`config.mk`:
```
export PLATFORM = sky130hd
export DESIGN_NAME = adder_l1_engine
export DESIGN_NICKNAME = d
export VERILOG_FILES = /design/src/rtl/adder_l1_engine.sv
export SDC_FILE = /design/constraint.sdc
export NUM_CORES = 1
export LEC_CHECK = 0
export BUFFER_PORTS_ARGS = -buffer_cell sky130_fd_sc_hd__buf_4
export CAP_MARGIN = 20
export CELL_PAD_IN_SITES_DETAIL_PLACEMENT = 0
export CELL_PAD_IN_SITES_GLOBAL_PLACEMENT = 1
export CORE_MARGIN = 2
export CORE_UTILIZATION = 35
export CTS_CLUSTER_SIZE = 20
export DETAILED_ROUTE_END_ITERATION = 8
export PLACE_DENSITY = 0.8
export SYNTH_ARGS = -nofsm -noshare
export SYNTH_HDL_FRONTEND = slang
export SYNTH_SLANG_ARGS = --single-unit
```
`constraint.sdc`:
```
create_clock -name CLK -period 30.5 [get_ports CLK]
set_input_delay 6.1 -clock CLK [delete_from_list [all_inputs] [get_ports CLK]]
set_output_delay 6.1 -clock CLK [all_outputs]
set_load 0.01 [all_outputs]
```
`src/rtl/adder_l1_engine.sv`:
```
// Streaming L1-distance engine: accumulates sum(|if - w|) over NDATA elements,
// LANES pairs per beat, and presents the (optionally negated) total with a valid/ready handshake.
module adder_l1_engine #(
  parameter  int NBIT  = 16,
  parameter  int LANES = 8,
  parameter  int NDATA = 64,
  localparam int BEATS = NDATA / LANES,
  localparam int RW    = NBIT + $clog2(NDATA) + 1
) (
  input  logic                  CLK,
  input  logic                  RST,
  input  logic                  i_valid,
  output logic                  o_ready,
  input  logic [NBIT*LANES-1:0] i_if,
  input  logic [NBIT*LANES-1:0] i_w,
  input  logic                  i_signed,
  input  logic                  i_neg,
  output logic                  o_valid,
  input  logic                  i_ready,
  output logic [RW-1:0]         o_result
);

  localparam int CW = (BEATS > 1) ? $clog2(BEATS) : 1;

  typedef enum logic [1:0] {
    ST_IDLE = 2'd0,
    ST_ACC  = 2'd1,
    ST_OUT  = 2'd2
  } state_t;

  state_t          state_q,  state_d;
  logic [CW-1:0]   cnt_q,    cnt_d;
  logic [RW-1:0]   acc_q,    acc_d;
  logic            signed_q, signed_d;
  logic            neg_q,    neg_d;
  logic            valid_q,  valid_d;
  logic [RW-1:0]   result_q, result_d;

  logic            mode_signed;
  logic            mode_neg;
  logic [NBIT-1:0] lane_if;
  logic [NBIT-1:0] lane_w;
  logic [NBIT:0]   lane_a;
  logic [NBIT:0]   lane_b;
  logic [NBIT:0]   lane_d;
  logic [NBIT:0]   lane_abs;
  logic [RW-1:0]   beat_sum;
  logic [RW-1:0]   acc_next;
  logic            accept;
  logic            last_beat;

  // The first beat of a vector is processed with the live mode inputs, since
  // the latched copies only become valid on the edge that accepts it.
  always_comb begin
    mode_signed = (state_q == ST_IDLE) ? i_signed : signed_q;
    mode_neg    = (state_q == ST_IDLE) ? i_neg    : neg_q;
    lane_if     = '0;
    lane_w      = '0;
    lane_a      = '0;
    lane_b      = '0;
    lane_d      = '0;
    lane_abs    = '0;
    beat_sum    = '0;
    for (int unsigned k = 0; k < LANES; k++) begin
      lane_if  = i_if[k*NBIT +: NBIT];
      lane_w   = i_w[k*NBIT +: NBIT];
      lane_a   = {mode_signed & lane_if[NBIT-1], lane_if};
      lane_b   = {mode_signed & lane_w[NBIT-1],  lane_w};
      lane_d   = lane_a - lane_b;
      lane_abs = lane_d[NBIT] ? -lane_d : lane_d;
      beat_sum = beat_sum + {{(RW-NBIT){1'b0}}, lane_abs[NBIT-1:0]};
    end
  end

  always_comb begin
    accept    = i_valid && (state_q != ST_OUT);
    acc_next  = (state_q == ST_IDLE) ? beat_sum : (acc_q + beat_sum);
    last_beat = ((state_q == ST_IDLE) && (BEATS == 1)) ||
                ((state_q == ST_ACC) && (cnt_q == CW'(BEATS - 1)));

    state_d  = state_q;
    cnt_d    = cnt_q;
    acc_d    = acc_q;
    signed_d = signed_q;
    neg_d    = neg_q;
    valid_d  = valid_q;
    result_d = result_q;

    if (state_q == ST_OUT) begin
      if (i_ready) begin
        state_d = ST_IDLE;
        valid_d = 1'b0;
      end
    end else if (accept) begin
      acc_d = acc_next;
      if (state_q == ST_IDLE) begin
        signed_d = i_signed;
        neg_d    = i_neg;
      end
      if (last_beat) begin
        state_d  = ST_OUT;
        cnt_d    = '0;
        valid_d  = 1'b1;
        result_d = mode_neg ? -acc_next : acc_next;
      end else begin
        state_d = ST_ACC;
        cnt_d   = cnt_q + CW'(1);
      end
    end
  end

  always_ff @(posedge CLK) begin
    if (RST) begin
      state_q  <= ST_IDLE;
      cnt_q    <= '0;
      acc_q    <= '0;
      signed_q <= 1'b0;
      neg_q    <= 1'b0;
      valid_q  <= 1'b0;
      result_q <= '0;
    end else begin
      state_q  <= state_d;
      cnt_q    <= cnt_d;
      acc_q    <= acc_d;
      signed_q <= signed_d;
      neg_q    <= neg_d;
      valid_q  <= valid_d;
      result_q <= result_d;
    end
  end

  assign o_ready  = !RST && (state_q != ST_OUT);
  assign o_valid  = valid_q;
  assign o_result = result_q;

endmodule

```
==> qor.yml <==
worstPathMaxFanout: 16
slew_headroom: 0.341
setup-tns-final_ns: 0
syn_area_sq_um: 15600
dp_slack_ns: 14.25
die_w_um: 215
dpl.cell_count: 2929
ys_async_sr_fraction: 0
cp.arrival_ns: 16.20
dp_hpwl_um: 40900
drcViolationCount: 0
globalRoute.totalOverflow: 0
portBuffers: 286
cts_setup_buffers: 0
cts_root_buf: "clkbuf_16"
cap_violations: 0
yosysSeqAreaShare: 0.0693
synth_most_common_cell: "inv_1"
path_class: "primary input to flip-flop"
core-area_sq_um: 44100
grt_max_degree: 52
synth.distinct_cells: 82
setup_ws_ns: 14.49
slowest_delay_ns: 0.54
netlist.area_leader.share: 0.142
drive_gt1_frac: 0.143
grt_usage: 0.200
setup_viol: 0
gp_congestion: 0.931
syn_to_final_growth_pct: 18.9
crit_top_cell: "fa_1"
grt_pass1_wl_um: 76200
clock_latency_ns: 0.29
vias: 15100
viasPerCell: 5.15
io_pins: 287
wl_um: 47200
maxSlewViolCount: 0
setup.worst_path.end_class: "flip-flop"
cts_sinks: 54
synth_area_leaders: "ha_1 14%, fa_1 13%, xnor2_1 9.6%, inv_1 7.3%, dfxtp_1 6.9%"
grt_pass1_vias: 15000
row_count: 77
insertedDiodeCount: 0
max_freq_mhz: 62.5
fill_cells: 4685
hp-class: "flip-flop to flip-flop"
yosys.area.top_type: "ha_1"
cts_tree: "yes"
rsz0062_at_grt: "false"
synth-edff-count: 0
cts_resized: 0
critPathRequiredTime_ns: 30.69
fin_crit_ns: 16.01
avgRoutedWirePerCell_um: 16.1
layoutNonFillerInstCount: 2939
synth_ff_type: "dfxtp_1"
cts_buffer_depth: 2
drtIter0Drc: 855
status: "completed"
clk_pin_slew_ns: 0.08
synth_warnings: 0
synthTopCellsByCount: "304 x inv_1, 177 x ha_1, 176 x nor2_1"
numCtsBuffers: 5
period_share: 0.525
ctsHoldBuffers: 0
antenna_found_initial: 0
start_util: 0.353
syn_inst: 2089
tightestPinTransition_ns: 0.989
ant_nets: 0
synth_nets: 2632
synth-seq-cells: 54
startpoint_type: "primary input"
die_area_sq_um: 46200
finClkSkew_ns: 0.00830
nets: 2889
die_y_um: 215
hold_viol: 0
drt_first_pass_iters: 7
h-tree-depth: 2
avgSynthCellArea_sq_um: 7.46
crit_slowest_cell: "fa_1"
## flip-flops by register name, summed over array words and instances (netlist names)
name,flops
acc_q,23
neg_q,1
o_valid,1
o_result,23
signed_q,1
cnt_q,3
state_q,2
## final timing paths
path / startpoint / endpoint / slack, ns / depth (start not counted)
setup / recovery: i_if[0] / o_result[22] / 14.49 / 40
hold / removal: o_result[13] / o_result[13] / 0.46 / 2
setup reg to reg: state_q[0] / o_result[21] / 21.34 / 32
hold reg to reg: o_result[13] / o_result[13] / 0.46 / 2
## per-stage QoR
step	utilization	hold slack, ns	area (sq um)
global placement	0.416	0.444	18300
CTS	0.420	0.461	18500
finish	0.420	0.457	18500
global route	0.420	0.483	18500
floorplan	-	0.440	15600
detailed placement	0.416	0.450	18300
## metal layers
layer | vias up | wire, um | part of all wire | GRT usage
li1 | 7730 | - | - | -
met2 | 358 | 21900 | 0.46 | 0.349
met1 | 6996 | 22500 | 0.48 | 0.273
met4 | 0 | 798 | 0.017 | 0.0361
met5 | - | 0 | 0 | 0
met3 | 49 | 1980 | 0.042 | 0.0153
## final cells by class
type | count | area, sq um | area share
clock buffer | 6 | 139 | 0.00749
multi-input combinational | 1688 | 13200 | 0.712
inverter | 304 | 1140 | 0.0616
clock inverter | 2 | 38.8 | 0.00209
timing repair buffer | 293 | 2200 | 0.119
tap | 592 | 741 | 0.0400
sequential | 54 | 1080 | 0.0583
## logic make-up (layout without fill, tap and decap cells)
group / Yosys count / in the layout / share of synthesized area
XOR/XNOR: 256 / 256 / 0.145
buffers and inverters: 347 / 605 / 0.0844
multiplexers: 17 / 17 / 0.0111
AO/OA/AOI/OAI: 539 / 539 / 0.227
AND/OR/NAND/NOR: 595 / 595 / 0.188
flip-flops: 54 / 54 / 0.0693
adder cells (fa/ha/maj): 281 / 281 / 0.276
## placed cells by master, fill, tap and decap left out, types with 22 or more instances in the layout
| cell type | n |
|---|---|
| nand3_1 | 31 |
| inv_1 | 304 |
| buf_4 | 292 |
| a21o_1 | 41 |
| or3_1 | 23 |
| dfxtp_1 | 54 |
| a21oi_1 | 138 |
| nand2_1 | 145 |
| nand2b_1 | 24 |
| o21a_1 | 31 |
| o21ai_0 | 110 |
| xor2_1 | 83 |
| nor3_1 | 63 |
| a211oi_1 | 37 |
| xnor2_1 | 171 |
| ha_1 | 177 |
| nor2b_1 | 24 |
| nor2_1 | 176 |
| fa_1 | 104 |
| o211ai_1 | 22 |
| a31oi_1 | 25 |
## worst max-delay path: cells and delay by family
kind | cells | cell delay [ns]
xor gates and xnor gates | 3 | 0.95
and+or+nand+nor | 8 | 1.51
AOI/OAI and AO/OA | 13 | 3.25
buffers and inverters | 6 | 0.39
muxes | 1 | 0.41
adders and majority gates | 9 | 3.59
Power is left out: the tool's default activity adds up to more than one toggle a clock period on the data nets, which glitch-free logic cannot reach.
